[src/rtl/fp_add_pipe_if.sv]
// Operand/result bundle for the pipelined floating-point adder.
// The master side issues operations, the slave side (the adder) returns results.
interface fp_add_pipe_if #(
    parameter int EXP_W = 8,
    parameter int MAN_W = 23
) ();
    localparam int DATA_W = EXP_W + MAN_W + 1;

    logic              start;
    logic              sub;
    logic [DATA_W-1:0] op_a;
    logic [DATA_W-1:0] op_b;
    logic              done;
    logic [DATA_W-1:0] res;
    logic              overflow;
    logic              underflow;
    logic              exception;

    modport master (
        output start, sub, op_a, op_b,
        input  done, res, overflow, underflow, exception
    );

    modport slave (
        input  start, sub, op_a, op_b,
        output done, res, overflow, underflow, exception
    );
endinterface

[src/rtl/fp_add_pipe.sv]
// Three-stage pipelined floating-point adder/subtractor.
// Stage 1 classifies, orders by magnitude and aligns the smaller operand.
// Stage 2 adds or subtracts the significands and counts leading zeros.
// Stage 3 normalises, rounds to nearest-even, and packs result and flags.
// Subnormal inputs are treated as zero; one operation accepted every cycle.
module fp_add_pipe #(
    parameter int EXP_W  = 8,
    parameter int MAN_W  = 23,
    parameter int DATA_W = EXP_W + MAN_W + 1
) (
    input  logic         clk,
    input  logic         rst_n,
    fp_add_pipe_if.slave bus
);
    // Significand field: hidden, fraction, guard, round, sticky.
    localparam int SIG_W     = MAN_W + 4;
    localparam int LZC_W     = $clog2(SIG_W + 1);
    localparam int XE_W      = EXP_W + 2;
    localparam int SHIFT_MAX = MAN_W + 3;

    localparam logic [EXP_W-1:0]  EXP_ZERO   = {EXP_W{1'b0}};
    localparam logic [EXP_W-1:0]  EXP_ONES   = {EXP_W{1'b1}};
    localparam logic [MAN_W-1:0]  MAN_ZERO   = {MAN_W{1'b0}};
    localparam logic [DATA_W-1:0] DATA_ZERO  = {DATA_W{1'b0}};
    localparam logic [DATA_W-1:0] QNAN       = {1'b0, EXP_ONES, 1'b1, {(MAN_W-1){1'b0}}};
    localparam logic [SIG_W-1:0]  SIG_ZERO   = {SIG_W{1'b0}};
    localparam logic [SIG_W-1:0]  SIG_STICKY = {{(SIG_W-1){1'b0}}, 1'b1};
    localparam logic [SIG_W:0]    SUM_ZERO   = {(SIG_W+1){1'b0}};
    localparam logic [LZC_W-1:0]  LZC_ZERO   = {LZC_W{1'b0}};
    localparam logic [MAN_W+1:0]  RND_ZERO   = {(MAN_W+2){1'b0}};
    localparam logic signed [XE_W-1:0] XE_ZERO = {XE_W{1'b0}};
    localparam logic signed [XE_W-1:0] XE_ONE  = {{(XE_W-1){1'b0}}, 1'b1};
    localparam logic signed [XE_W-1:0] XE_MAX  = {2'b00, EXP_ONES};

    // Leading-zero count of a significand field; returns SIG_W for an all-zero field.
    function automatic logic [LZC_W-1:0] lzc_f(input logic [SIG_W-1:0] v);
        logic [LZC_W-1:0] n;
        logic             found;
        n     = LZC_W'(SIG_W);
        found = 1'b0;
        for (int i = SIG_W - 1; i >= 0; i--) begin
            if (!found && v[i]) begin
                n = LZC_W'(SIG_W - 1 - i);
            end else begin
                n = n;
            end
            found = found | v[i];
        end
        return n;
    endfunction

    // ---------------- Stage 1 combinational ----------------
    logic               a_sign_s, b_sign_s;
    logic [EXP_W-1:0]   a_exp_s, b_exp_s;
    logic [MAN_W-1:0]   a_frac_s, b_frac_s;
    logic               a_zero_s, a_inf_s, a_nan_s;
    logic               b_zero_s, b_inf_s, b_nan_s;
    logic               spec_s, spec_exc_s;
    logic [DATA_W-1:0]  spec_res_s;
    logic               swap_s;
    logic               l_sign_s;
    logic [EXP_W-1:0]   l_exp_s, s_exp_s, shift_s;
    logic [MAN_W-1:0]   l_frac_s, s_frac_s;
    logic [2*SIG_W-1:0] s_ext_s;
    logic [SIG_W-1:0]   s_align_s;

    // Unpack and classify both operands, then resolve the special-value result.
    always_comb begin
        a_sign_s   = bus.op_a[DATA_W-1];
        a_exp_s    = bus.op_a[DATA_W-2:MAN_W];
        a_frac_s   = bus.op_a[MAN_W-1:0];
        b_sign_s   = bus.op_b[DATA_W-1] ^ bus.sub;
        b_exp_s    = bus.op_b[DATA_W-2:MAN_W];
        b_frac_s   = bus.op_b[MAN_W-1:0];
        a_zero_s   = (a_exp_s == EXP_ZERO);
        a_inf_s    = (a_exp_s == EXP_ONES) && (a_frac_s == MAN_ZERO);
        a_nan_s    = (a_exp_s == EXP_ONES) && (a_frac_s != MAN_ZERO);
        b_zero_s   = (b_exp_s == EXP_ZERO);
        b_inf_s    = (b_exp_s == EXP_ONES) && (b_frac_s == MAN_ZERO);
        b_nan_s    = (b_exp_s == EXP_ONES) && (b_frac_s != MAN_ZERO);
        spec_s     = 1'b0;
        spec_exc_s = 1'b0;
        spec_res_s = DATA_ZERO;
        if (a_nan_s || b_nan_s || (a_inf_s && b_inf_s && (a_sign_s != b_sign_s))) begin
            spec_s     = 1'b1;
            spec_exc_s = 1'b1;
            spec_res_s = QNAN;
        end else if (a_inf_s) begin
            spec_s     = 1'b1;
            spec_res_s = {a_sign_s, EXP_ONES, MAN_ZERO};
        end else if (b_inf_s) begin
            spec_s     = 1'b1;
            spec_res_s = {b_sign_s, EXP_ONES, MAN_ZERO};
        end else if (a_zero_s && b_zero_s) begin
            spec_s     = 1'b1;
            spec_res_s = {a_sign_s & b_sign_s, EXP_ZERO, MAN_ZERO};
        end else if (a_zero_s) begin
            spec_s     = 1'b1;
            spec_res_s = {b_sign_s, b_exp_s, b_frac_s};
        end else if (b_zero_s) begin
            spec_s     = 1'b1;
            spec_res_s = {a_sign_s, a_exp_s, a_frac_s};
        end else begin
            spec_s     = 1'b0;
        end
    end

    // Order operands by magnitude (ties keep op_a as the larger) and align the smaller one.
    always_comb begin
        swap_s = (bus.op_b[DATA_W-2:0] > bus.op_a[DATA_W-2:0]);
        if (swap_s) begin
            l_sign_s = b_sign_s;
            l_exp_s  = b_exp_s;
            l_frac_s = b_frac_s;
            s_exp_s  = a_exp_s;
            s_frac_s = a_frac_s;
        end else begin
            l_sign_s = a_sign_s;
            l_exp_s  = a_exp_s;
            l_frac_s = a_frac_s;
            s_exp_s  = b_exp_s;
            s_frac_s = b_frac_s;
        end
        shift_s = l_exp_s - s_exp_s;
        // Lower half of the double-width shift collects everything pushed past the round bit.
        s_ext_s = {1'b1, s_frac_s, 3'b000, {SIG_W{1'b0}}} >> shift_s;
        if (32'(shift_s) >= 32'(SHIFT_MAX)) begin
            s_align_s = SIG_STICKY;
        end else begin
            s_align_s = {s_ext_s[2*SIG_W-1:SIG_W+1], s_ext_s[SIG_W] | (|s_ext_s[SIG_W-1:0])};
        end
    end

    // ---------------- Stage 1 registers ----------------
    logic              s1_valid_r, s1_spec_r, s1_spec_exc_r, s1_sign_r, s1_eff_sub_r;
    logic [DATA_W-1:0] s1_spec_res_r;
    logic [EXP_W-1:0]  s1_exp_r;
    logic [SIG_W-1:0]  s1_sig_l_r, s1_sig_s_r;

    // Capture aligned operands and the special-case decision.
    always_ff @(posedge clk) begin
        if (!rst_n) begin
            s1_valid_r    <= 1'b0;
            s1_spec_r     <= 1'b0;
            s1_spec_exc_r <= 1'b0;
            s1_spec_res_r <= DATA_ZERO;
            s1_sign_r     <= 1'b0;
            s1_eff_sub_r  <= 1'b0;
            s1_exp_r      <= EXP_ZERO;
            s1_sig_l_r    <= SIG_ZERO;
            s1_sig_s_r    <= SIG_ZERO;
        end else begin
            s1_valid_r    <= bus.start;
            s1_spec_r     <= spec_s;
            s1_spec_exc_r <= spec_exc_s;
            s1_spec_res_r <= spec_res_s;
            s1_sign_r     <= l_sign_s;
            s1_eff_sub_r  <= a_sign_s ^ b_sign_s;
            s1_exp_r      <= l_exp_s;
            s1_sig_l_r    <= {1'b1, l_frac_s, 3'b000};
            s1_sig_s_r    <= s_align_s;
        end
    end

    // ---------------- Stage 2 ----------------
    logic [SIG_W:0]   sum_s;
    logic [LZC_W-1:0] lzc_s;

    // Add or subtract significands; the ordering guarantees a non-negative difference.
    always_comb begin
        if (s1_eff_sub_r) begin
            sum_s = {1'b0, s1_sig_l_r} - {1'b0, s1_sig_s_r};
        end else begin
            sum_s = {1'b0, s1_sig_l_r} + {1'b0, s1_sig_s_r};
        end
        lzc_s = lzc_f(sum_s[SIG_W-1:0]);
    end

    logic              s2_valid_r, s2_spec_r, s2_spec_exc_r, s2_sign_r;
    logic [DATA_W-1:0] s2_spec_res_r;
    logic [EXP_W-1:0]  s2_exp_r;
    logic [SIG_W:0]    s2_sum_r;
    logic [LZC_W-1:0]  s2_lzc_r;

    // Capture the raw sum and its leading-zero count.
    always_ff @(posedge clk) begin
        if (!rst_n) begin
            s2_valid_r    <= 1'b0;
            s2_spec_r     <= 1'b0;
            s2_spec_exc_r <= 1'b0;
            s2_spec_res_r <= DATA_ZERO;
            s2_sign_r     <= 1'b0;
            s2_exp_r      <= EXP_ZERO;
            s2_sum_r      <= SUM_ZERO;
            s2_lzc_r      <= LZC_ZERO;
        end else begin
            s2_valid_r    <= s1_valid_r;
            s2_spec_r     <= s1_spec_r;
            s2_spec_exc_r <= s1_spec_exc_r;
            s2_spec_res_r <= s1_spec_res_r;
            s2_sign_r     <= s1_sign_r;
            s2_exp_r      <= s1_exp_r;
            s2_sum_r      <= sum_s;
            s2_lzc_r      <= lzc_s;
        end
    end

    // ---------------- Stage 3 ----------------
    logic [SIG_W-1:0]        norm_s;
    logic signed [XE_W-1:0]  exp_x_s;
    logic                    round_up_s;
    logic [MAN_W+1:0]        rnd_s;
    logic [MAN_W-1:0]        frac_s;
    logic [DATA_W-1:0]       res_next_s;
    logic                    ovf_next_s, unf_next_s, exc_next_s;

    // Normalise, round to nearest-even, range-check and select the final result.
    always_comb begin
        res_next_s = DATA_ZERO;
        ovf_next_s = 1'b0;
        unf_next_s = 1'b0;
        exc_next_s = 1'b0;
        if (s2_sum_r[SIG_W]) begin
            norm_s  = {s2_sum_r[SIG_W:2], s2_sum_r[1] | s2_sum_r[0]};
            exp_x_s = $signed({2'b00, s2_exp_r}) + XE_ONE;
        end else begin
            norm_s  = s2_sum_r[SIG_W-1:0] << s2_lzc_r;
            exp_x_s = $signed({2'b00, s2_exp_r}) - $signed({{(XE_W-LZC_W){1'b0}}, s2_lzc_r});
        end
        round_up_s = norm_s[2] & (norm_s[1] | norm_s[0] | norm_s[3]);
        rnd_s      = {1'b0, norm_s[SIG_W-1:3]} + {RND_ZERO[MAN_W+1:1], round_up_s};
        // A carry out of rounding leaves 10.00..0; renormalise by one place.
        if (rnd_s[MAN_W+1]) begin
            exp_x_s = exp_x_s + XE_ONE;
            frac_s  = rnd_s[MAN_W:1];
        end else begin
            frac_s  = rnd_s[MAN_W-1:0];
        end
        if (s2_spec_r) begin
            res_next_s = s2_spec_res_r;
            exc_next_s = s2_spec_exc_r;
        end else if (s2_sum_r == SUM_ZERO) begin
            res_next_s = DATA_ZERO;
        end else if (exp_x_s >= XE_MAX) begin
            res_next_s = {s2_sign_r, EXP_ONES, MAN_ZERO};
            ovf_next_s = 1'b1;
        end else if (exp_x_s <= XE_ZERO) begin
            res_next_s = {s2_sign_r, EXP_ZERO, MAN_ZERO};
            unf_next_s = 1'b1;
        end else begin
            res_next_s = {s2_sign_r, exp_x_s[EXP_W-1:0], frac_s};
        end
    end

    logic              done_r, overflow_r, underflow_r, exception_r;
    logic [DATA_W-1:0] res_r;

    // Register the packed result, flags and completion pulse.
    always_ff @(posedge clk) begin
        if (!rst_n) begin
            done_r      <= 1'b0;
            res_r       <= DATA_ZERO;
            overflow_r  <= 1'b0;
            underflow_r <= 1'b0;
            exception_r <= 1'b0;
        end else begin
            done_r      <= s2_valid_r;
            res_r       <= res_next_s;
            overflow_r  <= ovf_next_s;
            underflow_r <= unf_next_s;
            exception_r <= exc_next_s;
        end
    end

    assign bus.done      = done_r;
    assign bus.res       = res_r;
    assign bus.overflow  = overflow_r;
    assign bus.underflow = underflow_r;
    assign bus.exception = exception_r;
endmodule

[src/flat_wrapper.sv]
// flat-port wrapper written by rule: the top's interface ports become plain ports
module fp_add_pipe_flat 
#(
    parameter int EXP_W  = 8,
    parameter int MAN_W  = 23,
    parameter int DATA_W = EXP_W + MAN_W + 1
)
  (clk, rst_n, bus_start, bus_sub, bus_op_a, bus_op_b, bus_done, bus_res, bus_overflow, bus_underflow, bus_exception);
  fp_add_pipe_if #(.EXP_W(EXP_W), .MAN_W(MAN_W)) bus_i ();
  input  logic clk;
  input  logic rst_n;
  input wire logic [$bits(bus_i.start)-1:0] bus_start;
  input wire logic [$bits(bus_i.sub)-1:0] bus_sub;
  input wire logic [$bits(bus_i.op_a)-1:0] bus_op_a;
  input wire logic [$bits(bus_i.op_b)-1:0] bus_op_b;
  output wire logic [$bits(bus_i.done)-1:0] bus_done;
  output wire logic [$bits(bus_i.res)-1:0] bus_res;
  output wire logic [$bits(bus_i.overflow)-1:0] bus_overflow;
  output wire logic [$bits(bus_i.underflow)-1:0] bus_underflow;
  output wire logic [$bits(bus_i.exception)-1:0] bus_exception;
  assign bus_i.start = bus_start;
  assign bus_i.sub = bus_sub;
  assign bus_i.op_a = bus_op_a;
  assign bus_i.op_b = bus_op_b;
  assign bus_done = bus_i.done;
  assign bus_res = bus_i.res;
  assign bus_overflow = bus_i.overflow;
  assign bus_underflow = bus_i.underflow;
  assign bus_exception = bus_i.exception;
  fp_add_pipe #(.EXP_W(EXP_W), .MAN_W(MAN_W), .DATA_W(DATA_W)) u_core (.clk(clk), .rst_n(rst_n), .bus(bus_i));
endmodule
[config.mk]
export PLATFORM = sky130hd
export DESIGN_NAME = fp_add_pipe_flat
export DESIGN_NICKNAME = d
export VERILOG_FILES = /design/src/rtl/fp_add_pipe_if.sv /design/src/rtl/fp_add_pipe.sv /design/src/flat_wrapper.sv
export SDC_FILE = /design/constraint.sdc
export NUM_CORES = 1
export LEC_CHECK = 0
export BUFFER_PORTS_ARGS = -buffer_cell sky130_fd_sc_hd__buf_2
export CORE_UTILIZATION = 45
export DETAILED_ROUTE_END_ITERATION = 6
export GPL_TIMING_DRIVEN = 1
export PLACE_DENSITY = 0.62
export SYNTH_ARGS = -nofsm -noshare
export SYNTH_HDL_FRONTEND = slang
export SYNTH_SLANG_ARGS = --single-unit
[constraint.sdc]
create_clock -name clk -period 12.21 [get_ports clk]
set_clock_uncertainty 0.05 [all_clocks]
set_input_delay 3.663 -clock clk [delete_from_list [all_inputs] [get_ports clk]]
set_output_delay 3.663 -clock clk [all_outputs]
set_load 0.005 [all_outputs]
# Yosys cells after proc, flatten, opt, wreduce, memory -nomap -nowiden
# Index checks and enable logic that the tools add are counted.
# word_totals
register_bits	212
input_bits	68
elab_cells	213
# classes
add_sub_neg	7
order_cmp	4
eq_ne	3
shifts	2
muxes	58
n_bitwise	34
n_reduce_logical	77
# ops
op	count
$mux W32	7
$mux W5	27
$mux W31	3
$mux W23	3
$mux W27	2
$shr A54 B8 Y54	1
$logic_not A23 Y1	2
$reduce_bool A23 Y1	2
$logic_and A1 B1 Y1	33
$gt A31 B31 Y1	1
$or A1 B1 Y1	29
$add A27 B27 Y28	1
$logic_not A28 Y1	1
$mux W28	1
$sub A27 B27 Y28	1
$reduce_or A27 Y1	1
$shl A27 B5 Y27	1
$logic_not A1 Y1	26
$add A24 B1 Y25	1
$mux W10	2
$eq A8 B8 Y1 const B	2
$logic_not A8 Y1	2
$mux W8	2
$mux W1	11
17 further kinds	23

# Depth between registers and ports, before layout
# Gate-level depths: netlist of run 1.
# depth
word_depth	30
mapped_depth	24
ltp_nobuf	21

# Least setup slack after synthesis of run 1
# OpenSTA, ideal clock, no wires.
# synth_timing
path_kind	input port to flip-flop
startpoint	input bus_op_a[28]
endpoint	register u_core.s1_sig_s_r[0]
setup_time_ps	120
arrival_time_ps	8385
setup_slack_ps	3656
stages	23
path_buffers	5
path_cell_list	inv_1 > ha_1 > buf_2 > nand4_1 > nor3_1 > nand4_1 > or3_4 > a21oi_2 > buf_4 > buf_2 > buf_2 > mux2i_1 > ha_1 > a21oi_1 > mux2i_4 > xnor2_1 > buf_2 > mux2i_1 > nand2_1 > a32o_1 > nor4_1 > a41oi_1 > o31a_1
# synth_between
elab_chain_cells	7
# synth_rtl
item	line_no	source
start, declared	flat_wrapper.sv:14	input wire logic [$bits(bus_i.op_a)-1:0] bus_op_a;
$gt A31 B31 Y1	fp_add_pipe.sv:110	swap_s = (bus.op_b[DATA_W-2:0] > bus.op_a[DATA_W-2:0]);
$mux W8	fp_add_pipe.sv:111	if (swap_s) begin
$sub A8 B8 Y8	fp_add_pipe.sv:124	shift_s = l_exp_s - s_exp_s;
$shr A54 B8 Y54	fp_add_pipe.sv:126	s_ext_s = {1'b1, s_frac_s, 3'b000, {SIG_W{1'b0}}} >> shift_s;
$reduce_or A27 Y1	fp_add_pipe.sv:130	s_align_s = {s_ext_s[2*SIG_W-1:SIG_W+1], s_ext_s[SIG_W] | (|s_ext_s[SIG_W-1:0])};
$or A1 B1 Y1	fp_add_pipe.sv:130	
$mux W1 (*)	fp_add_pipe.sv:127	if (32'(shift_s) >= 32'(SHIFT_MAX)) begin
end signal, assigned	fp_add_pipe.sv:161	s1_sig_s_r <= s_align_s;
end, declared	fp_add_pipe.sv:138	logic [SIG_W-1:0] s1_sig_l_r, s1_sig_s_r;
# Mark *: on every way between the ends. The rest lies on a longest branch, timed or not.
# A chain may end at the register's enable or synchronous reset.

# Worst setup path after layout of run 1
# layout_timing
startpoint	input bus_op_a[25]
endpoint	register u_core.s1_sig_s_r[26]
# layout_between
elab_chain_cells	5
# layout_rtl
item	line_no
$gt A31 B31 Y1	fp_add_pipe.sv:110
$mux W8	fp_add_pipe.sv:111
$sub A8 B8 Y8	fp_add_pipe.sv:124
$ge A8 B5 Y1	fp_add_pipe.sv:127
$reduce_or A2 Y1 (no line)	n/a
# Several ways; a longest one is shown, not always the timed one.

==> results.md, run 1 <==
- Outcome: finished clean
- DRC: 0
- Core Footprint: 32500 sq um
- Netlist cell types: 100
- IO Pins: around 100
- Maxcap violations: 0
- CTS tree: built
- Worst r2r src: u_core.s1_sig_s_r[0]$_SDFF_PN0_
- CP max FO: 42
- Routability congestion estimate: between 0.9 and 1
- FF-to-FF path depth: 20
- Chip width: between 150 and 200 um
- Root buffer cell: clkbuf_16
- Post-cts gate resize count: 0
- Final worst path period share: 0.707
- Reg-to-reg slack, setup: between 6000 and 7000 ps
- Min-delay worst type: register to register
- 1st-iter DRT viols: ~1200
- Layout cells sized above 1: 0.153
- Post-Syn Area: about 15000 sq um
- Clk Latency, worst-skew pair: about 520 ps
- Clock sinks: around 210
- Async SR Flop Fraction: 0
- Yosys warns: 0
- HPWL after DPL: 35400 um
- Avg WL per Cell: roughly 20 um
- Worst hold path startpoint: u_core.s1_sign_r$_SDFF_PN0_
- Vias in the first global route: around 13000
- Arr. time, crit path: 9010 ps
- Antenna viol nets, final: 0
- Vias: between 10000 and 15000
- RR Endpoint: u_core.s2_lzc_r[0]$_SDFF_PP0_
- Ant diodes: 0
- Mapped Cells: between 1500 and 2000
- Setup crit end kind: register
- RSZ-0062 raised after global routing: false
- Max_slew headroom: 0.229
- Avg Vias per Cell: about 5.9
- Die area: approximately 34000 sq um
- Cts hold-fix bufs: 0
- CTS H-tree lvls: 1
- Fin nets: roughly 1900
- Starting Density: 0.458
- Worst Path Required: approximately 13000 ps
- Hold EP: u_core.s2_sign_r$_SDFF_PN0_
- Register area share after synthesis: 0.281
- Post-Syn Nets: about 1800
- Pwr Density: around 210 nW/um^2
- Ranking of synthesized cells by area: dfxtp_1 (28%), mux4_2 (8.3%), mux2i_1 (7.0%), ha_1 (5.5%), nor2_1 (4.8%)
- Top_reg_cell synth: dfxtp_1
- Final Setup Violations: 0
- IO Port Bufs: 103
- Maximum clock frequency: 116 MHz
- Post-synth EDFFs: 0
- Most frequent cells after synthesis: dfxtp_1 (209), nor2_1 (189), nand2_1 (139), mux2i_1 (105), a21oi_1 (90)
- Tot GR Track Use: 0.269
- Antenna violations before repair: 0
- Crit. Startpoint: bus_op_a[25]
- Area grow syn2layout: 10.3%
- Final max-slew violation count: 0
- Worst-margin pin slew: 1160 ps
- P_leak: ~0.0069 uW
- Flops & latches, synth: between 200 and 250
- Worst IR Drop VDD: just over 100 uV
- Crit Path Category: input port to register
- Avg Cell Area, Syn: just under 9 sq um
- Clock tree buffer depth: 3
- Most frequent cell after synthesis: dfxtp_1
- Hold_ws: around 380 ps
- First-pass GRT wire length: about 70000 um
- # rows: 66
- Hold path cells: 1
- # Post-CTS Setup Buffers: 0
- Final critical-path required period: between 8000 and 9000 ps
- Setup_tns: 0 ps
- Largest net degree at the start of global routing: 69
- Share of the synthesized area in the top cell type: 0.281
- Clock buffer count from CTS: 23
- Final wirelength: between 40000 and 50000 um
- CP Launch Type: input port
- Drt pass-1 iters: 5
- Die Y: between 150 and 200 um
- Total congestion overflow: 0
- Reg clk slew, reported paths: roughly 60 ps
- Endpoints failing hold: 0
- Post-synth top area cell: dfxtp_1
- Fill cells: roughly 3200
## cells in the final DEF, fill, tap and decap left out, types with 10 or more instances in the layout
cell | netlist | final
a211oi_1 | 14 | 14
a21o_1 | 27 | 27
a21oi_1 | 90 | 90
a22oi_1 | 11 | 11
a31oi_1 | 13 | 13
and2_1 | 77 | 77
and3_1 | 19 | 19
buf_2 | 15 | 103
buf_4 | 8 | 15
clkbuf_16 | 0 | 23
dfxtp_1 | 209 | 207
ha_1 | 66 | 66
inv_1 | 78 | 78
mux2_2 | 10 | 10
mux2i_1 | 105 | 105
mux4_2 | 55 | 55
nand2_1 | 139 | 139
nand3_1 | 33 | 33
nand4_1 | 15 | 15
nor2_1 | 189 | 189
nor2b_1 | 19 | 19
nor3_1 | 36 | 36
nor3b_1 | 12 | 12
nor4_1 | 32 | 32
o21a_1 | 13 | 13
o21ai_0 | 55 | 55
o21ai_2 | 10 | 10
o31ai_1 | 11 | 11
xnor2_1 | 66 | 65
xor2_1 | 28 | 28
## area by class of cell
cell class / count / area (sq um) / area share
Inverter: 80 / 300 / 0.0183
Sequential cell: 209 / 4190 / 0.254
Timing Repair Buffer: 118 / 628 / 0.0382
Multi-Input combinational cell: 1328 / 10000 / 0.608
Clock buffer: 27 / 621 / 0.0377
Tap cell: 442 / 553 / 0.0336
Clock inverter: 12 / 163 / 0.00989
## critical path, stage by stage
cell and delay [ps]:
buf_2 130, inv_1 80, ha_1 570, nand2_1 170, nor3_1 280, nor2_1 70, o31ai_1 560, a21o_4 630
mux2i_2 460, o22a_1 240, xor2_1 600, o211ai_1 240, a211oi_2 790, and2_1 250, nand2_1 110, nor3_1 150
## stage by stage
step | cells | total power (uW) | setup slack (ps) | cell area [sq um] | utilization
final | 2216 | 3530 | 3570 | 16500 | 0.506
after global routing | 2216 | 3750 | 3080 | 16500 | 0.506
after CTS | 2216 | 3520 | 3650 | 16500 | 0.506
after detailed placement | 2177 | 2800 | 3100 | 15700 | 0.482
after global placement | 2177 | 2790 | 3180 | 15700 | 0.482
after floorplan | 1702 | 2330 | 3660 | 14900 | -
## flip-flops by register name, indices dropped and copies added, names as in the netlist
name / cells
u_core.s2_exp_r: 8
u_core.bus.exception: 1
u_core.s2_valid_r: 1
u_core.s1_sign_r: 1
u_core.s2_sign_r: 1
u_core.bus.res: 32
u_core.s2_sum_r: 28
u_core.s1_spec_exc_r: 1
u_core.s1_sig_s_r: 27
u_core.s1_spec_r: 1
u_core.bus.overflow: 1
u_core.s2_spec_r: 1
u_core.s1_valid_r: 1
u_core.s1_spec_res_r: 32
u_core.s2_lzc_r: 5
u_core.s2_spec_res_r: 32
u_core.s1_eff_sub_r: 1
u_core.bus.underflow: 1
u_core.s2_spec_exc_r: 1
u_core.bus.done: 1
u_core.s1_sig_l_r: 24
u_core.s1_exp_r: 8
## worst max path at each step
stage,cells after the start,to,slack [ps]
after floorplan,23,u_core.s1_sig_s_r[0]$_SDFF_PN0_,3660
after global placement,23,u_core.s1_sig_s_r[0]$_SDFF_PN0_,3180
after detailed placement,23,u_core.s1_sig_s_r[0]$_SDFF_PN0_,3100
after CTS,23,u_core.s1_sig_s_r[0]$_SDFF_PN0_,3650
after global routing,23,u_core.s1_sig_s_r[0]$_SDFF_PN0_,3080
final,16,u_core.s1_sig_s_r[26]$_SDFF_PP0_,3570
## where the power goes
| part | internal, uW | switching, uW |
|---|---|---|
| sequential | 790 | 123 |
| combinational | 812 | 1090 |
| clock | 429 | 283 |
| total | 2030 | 1500 |
## layer usage
| metal | wire (um) | track usage |
|---|---|---|
| met4 | 2170 | 0.125 |
| met2 | 20500 | 0.435 |
| met5 | 0 | 0 |
| met3 | 2630 | 0.0353 |
| met1 | 20300 | 0.354 |
## kinds of logic (layout without fill, tap and decap cells)
| family | count (synthesis) | count (layout) | share of synthesized area |
|---|---|---|---|
| DFF | 209 | 209 | 0.281 |
| buffers and inverters | 165 | 237 | 0.0496 |
| and+or+nand+nor | 626 | 626 | 0.212 |
| adders and majority gates | 67 | 67 | 0.0567 |
| muxes | 181 | 181 | 0.173 |
| xor gates and xnor gates | 97 | 97 | 0.0592 |
| AOI/OAI and AO/OA | 357 | 357 | 0.168 |
Power figures use the tool's default switching activity.
==> run 2: changes to the inputs <==
clock period = 8.8 ns   (was 12.21 ns; I/O delays follow)
==> run 2 against run 1 <==
Against the previous run: die area unchanged; sequential share of layout area shrank 0.079 points; critical path depth grew 3; design area increased by 0.31%; non-clock buffer count increased by 3; core utilization up 0.16 points; worst setup slack worse by 2100 ps; highest routed layer unchanged.
==> results.md, run 2 (synthesized netlist as in run 1, its figures left out) <==
- CP Buf/Inv Count: 2
- Hold path cells: 1
- Cts hold-fix bufs: 0
- Routability congestion estimate: just under 1
- Critical path's top delay family: simple AND/OR/NAND/NOR gates
- Core Footprint: 32500 sq um
- Starting Density: 0.458
- Root buffer cell: clkbuf_16
- IO Pins: between 100 and 150
- Layout cells sized above 1: 0.155
- First-pass GRT wire length: between 70000 and 80000 um
- Pwr Density: about 300 nW/um^2
- Min-delay worst type: register to register
- Hold_ws: 364 ps
- Worst Path Required: slightly above 9000 ps
- Post-DP Area: around 16000 sq um
- Final Setup Violations: 0
- Final worst path period share: 0.827
- Vias in the first global route: 12300
- Total congestion overflow: 0
- Most frequent cells in the layout: dfxtp_1 (207), nor2_1 (189), nand2_1 (139), mux2i_1 (105), buf_2 (103)
- Clk Latency, worst-skew pair: 530 ps
- Final critical-path required period: ~7300 ps
- FF-to-FF path depth: 20
- Maximum clock frequency: roughly 140 MHz
- Worst-margin pin slew: roughly 1200 ps
- Max_slew headroom: 0.206
- Clock buffer count from CTS: 24
- Chip width: about 180 um
- Pre-CTS setup slack: approximately 1100 ps
- CTS tree: built
- Antenna viol nets, final: 0
- Avg Vias per Cell: between 5 and 6
- # Post-CTS Setup Buffers: 0
- Post-cts gate resize count: 0
- Crit Path Category: input port to register
- Final worst setup slack: between 1500 and 2000 ps
- CP Launch Type: input port
- Die area: 33900 sq um
- Antenna violations before repair: 1
- Final max-slew violation count: 0
- CTS H-tree lvls: 1
- Post-route cell area: 16500 sq um
- Setup crit end kind: register
- Commonest non-fill, non-tap cell in the layout: dfxtp_1
- Crit-path slowest cell: xor2_4
- Crit-path cells: buf_2, inv_1, ha_1, nand4_1, nor3_1, nand4_1, or3_4, a21oi_4, mux2i_1, ha_1, nor2_1, mux2i_4, xor2_4, mux4_2, nand2_1, a32o_1, nor4_1, a41oi_1, o31a_1
- DRC: 0
- Area grow syn2layout: 10.7%
- Clock sinks: ~210
- RSZ-0062 raised after global routing: false
- # rows: 66
- Setup_tns: 0 ps
- Arr. time, crit path: ~7600 ps
- P_leak: slightly below 0.007 uW
- IO Port Bufs: 103
- Final wirelength: between 40000 and 50000 um
- Max stage delay on crit path: 700 ps
- Worst IR Drop VDD: ~140 uV
- Levels on crit path: 19
- Fin nets: around 1900
- Avg WL per Cell: about 21 um
- 1st-iter DRT viols: between 1000 and 1500
- Outcome: finished clean
- Endpoints failing hold: 0
- Reg clk slew, reported paths: 60 ps
- HPWL after DPL: about 35000 um
- Ant diodes: 0
- CP max FO: 24
- Drt pass-1 iters: 6
- Clock tree buffer depth: 3
- Tot GR Track Use: 0.269
- Maxcap violations: 0
- Vias: ~13000
- Die Y: approximately 180 um
- Largest net degree at the start of global routing: 73
==> run 2: cell type report <==
| class | count | area [sq um] |
|---|---|---|
| Inverter | 80 | 300 |
| Timing Repair Buffer | 121 | 651 |
| Multi-Input combinational cell | 1328 | 10000 |
| Tap cell | 442 | 553 |
| Fill cell | 3157 | 16000 |
| Clock inverter | 13 | 155 |
| Sequential cell | 209 | 4190 |
| Clock buffer | 31 | 657 |
==> run 2: final timing paths <==
| kind | from | endpoint | slack [ps] |
|---|---|---|---|
| hold reg to reg | u_core.s1_spec_r$_SDFF_PN0_ | u_core.s2_spec_r$_SDFF_PN0_ | 360 |
| setup / recovery | bus_op_a[28] | u_core.s1_sig_s_r[0]$_SDFF_PN0_ | 1520 |
| setup reg to reg | u_core.s1_sig_s_r[0]$_SDFF_PN0_ | u_core.s2_lzc_r[0]$_SDFF_PP0_ | 3110 |
| hold / removal | u_core.s1_spec_r$_SDFF_PN0_ | u_core.s2_spec_r$_SDFF_PN0_ | 360 |
==> run 2: where the power goes <==
part | total (uW) | switching [uW] | internal (uW)
registers | 1270 | 175 | 1100
logic | 2650 | 1520 | 1130
clock network | 997 | 402 | 595
==> run 2: worst register-to-register path, cell delays in order (launching register included) <==
cell and delay [ps]:
dfxtp_1 440, inv_1 150, ha_1 250, nor2b_1 320
nand2_1 130, nor4_1 480, nor2_1 110, xnor2_1 150
ha_1 330, inv_1 120, nor2_1 60, o21a_1 160
a311oi_1 430, a21boi_0 320, a311oi_1 380, xnor2_1 170
nor4_1 510, nor4bb_1 580, a211o_1 220, o2bb2ai_1 120
a21oi_1 80
==> run 2: per-layer routing <==
| metal | wire length (um) | part of all wire | vias up | track usage |
|---|---|---|---|---|
| met5 | 0 | 0 | - | 0 |
| met4 | 1900 | 0.041 | 0 | 0.109 |
| met3 | 2430 | 0.053 | 105 | 0.0291 |
| met2 | 21000 | 0.46 | 496 | 0.437 |
| met1 | 20600 | 0.45 | 6166 | 0.364 |
| li1 | - | - | 6319 | - |
==> run 2: through the flow <==
| stage | total power (uW) | instances | utilization |
|---|---|---|---|
| floorplan | 3230 | 1702 | - |
| global placement | 3880 | 2180 | 0.482 |
| detailed placement | 3890 | 2180 | 0.482 |
| CTS | 4900 | 2224 | 0.507 |
| global route | 5230 | 2224 | 0.507 |
| finish | 4920 | 2224 | 0.507 |
==> run 3: changes to the inputs <==
clock period = 7.1 ns   (was 8.8 ns; I/O delays follow)
==> run 3 against run 2 <==
Against the previous run: critical path depth stayed put; count of clock-buffer cells in the layout is 1 lower; first-iteration DRC count is 14% lower; non-clock buffer count is 21 higher; combinational power is 23% higher; clock power is 24% higher; core utilization is 0.51 points higher; power is 24% higher; register-to-register slack worse by 1800 ps; critical path type unchanged; highest routed layer is now met5.
==> results.md, run 3 (synthesized netlist as in run 1, its figures left out) <==
- Post-DP Area: between 15000 and 20000 sq um
- Pre-CTS setup slack: -50.9 ps
- Avg WL per Cell: about 20 um
- Clock buffer count from CTS: 23
- Min-delay worst type: register to register
- Vias: 13100
- Post-route cell area: roughly 17000 sq um
- Met1 Wirelength: between 15000 and 20000 um
- Clock sinks: 209
- Final Setup Violations: 0
- RSZ-0062 raised after global routing: false
- Area grow syn2layout: 11.8%
- Antenna viol nets, final: 0
- Worst IR Drop VDD: between 150 and 200 uV
- P_leak: ~0.007 uW
- Routability congestion estimate: a little under 1
- DRC: 0
- Maximum clock frequency: approximately 160 MHz
- Max_slew headroom: 0.218
- Chip width: 184 um
- Total length of routed met3 wires: ~2600 um
- Root buffer cell: clkbuf_16
- Die area: approximately 34000 sq um
- Total congestion overflow: 0
- Avg Vias per Cell: between 5 and 6
- Hold_ws: approximately 370 ps
- # rows: 66
- Fin nets: 1919
- Arr. time, crit path: slightly below 7000 ps
- Final max-slew violation count: 0
- Worst-margin pin slew: ~1200 ps
- Vias in the first global route: roughly 12000
- Endpoints failing hold: 0
- Fin cells: 2243
- Tot GR Track Use: 0.264
- First-pass GRT wire length: 69300 um
- CTS H-tree lvls: 1
- Commonest non-fill, non-tap cell in the layout: dfxtp_1
- Top sig layer: met5
- Maxcap violations: 0
- Crit Path Category: input port to register
- CTS tree: built
- Clk Latency, worst-skew pair: 510 ps
- Core Footprint: about 33000 sq um
- Pwr Density: between 300 and 400 nW/um^2
- Most frequent cells in the layout: dfxtp_1 (207), nor2_1 (189), nand2_1 (139), mux2i_1 (105), buf_2 (103)
- CP max FO: 17
- Largest net degree at the start of global routing: 74
- Placed Instances: 2201
- Clock tree buffer depth: 3
- # Post-CTS Setup Buffers: 0
- Final worst path period share: 0.904
- Met2 routed wirelength: between 15000 and 20000 um
- 1st-iter DRT viols: between 1000 and 1500
- Outcome: finished clean
- Reg clk slew, reported paths: ~60 ps
- Starting Density: 0.458
- IO Port Bufs: 103
- Final worst setup slack: between 600 and 700 ps
- Antenna violations before repair: 1
- Die Y: approximately 180 um
- Tot Pwr: about 6000 uW
- HPWL after DPL: approximately 36000 um
- Final wirelength: between 40000 and 50000 um
- IO Pins: approximately 100
- Layout cells sized above 1: 0.167
- Setup crit end kind: register
- Ant diodes: 0
- Drt pass-1 iters: 5
- Final critical-path required period: roughly 6400 ps
- Worst Path Required: roughly 7500 ps
- CP Launch Type: input port
run 3: cell count changes in the layout (fill, tap and decap cells not counted), sizes merged:
cell / previous run / this run
buf: 121 / 142
clkbuf: 31 / 30
clkinv: 7 / 5
inv: 83 / 84
run 3: repair_timing:
action / CTS / global route
gates resized for setup: 0 / 1
hold endpoints to repair: 0 / 0
hold buffers: 0 / 0
setup endpoints to repair: 0 / 1
run 3: critical path, stage by stage:
cell and delay [ps]:
buf_2 150, inv_1 60, ha_1 300, nand3_1 120, or4_1 590, a21o_1 200
a311oi_2 360, a21oi_4 60, mux2i_1 150, ha_1 210, a21oi_1 220, mux2i_4 170
xnor2_4 530, mux2i_1 360, nand2_1 90, a32o_1 260, nor4_1 330, a41oi_1 170
o31a_1 310
run 3: final timing paths:
| check | start | end | slack (ps) | depth (start not counted) |
|---|---|---|---|---|
| worst max-delay path | bus_op_a[11] | u_core.s1_sig_s_r[0]$_SDFF_PN0_ | 680 | 19 |
| worst min-delay path | u_core.s2_spec_res_r[27]$_SDFF_PN0_ | u_core.bus.res[27]$_SDFF_PN0_ | 370 | 1 |
| worst max register to register | u_core.s1_sig_s_r[0]$_SDFF_PN0_ | u_core.s2_lzc_r[0]$_SDFF_PP0_ | 1270 | 20 |
| worst min register to register | u_core.s2_spec_res_r[27]$_SDFF_PN0_ | u_core.bus.res[27]$_SDFF_PN0_ | 370 | 1 |
run 3: power breakdown:
group	total (uW)	switching [uW]	internal [uW]
combinational	3250	1840	1410
clock	1240	491	748
sequential	1590	227	1360
run 3: metal layers:
| layer | vias up | GRT usage |
|---|---|---|
| met4 | 2 | 0.144 |
| li1 | 6358 | - |
| met2 | 501 | 0.417 |
| met3 | 138 | 0.0374 |
| met5 | - | 0 |
| met1 | 6064 | 0.348 |
run 3: area by class of cell:
cell class                      instances  area, sq um
Inverter                               80          300
Timing Repair Buffer                  142          808
Fill cell                            3124        15900
Clock buffer                           30          672
Tap cell                              442          553
Multi-Input combinational cell       1328        10000
Clock inverter                         12          138
Sequential cell                       209         4190
run 3: stage by stage:
stage	util	TNS [ps]
finish	0.512	0
detailed placement	0.487	-50.9
global placement	0.487	0
floorplan	-	0
CTS	0.512	0
global route	0.512	0
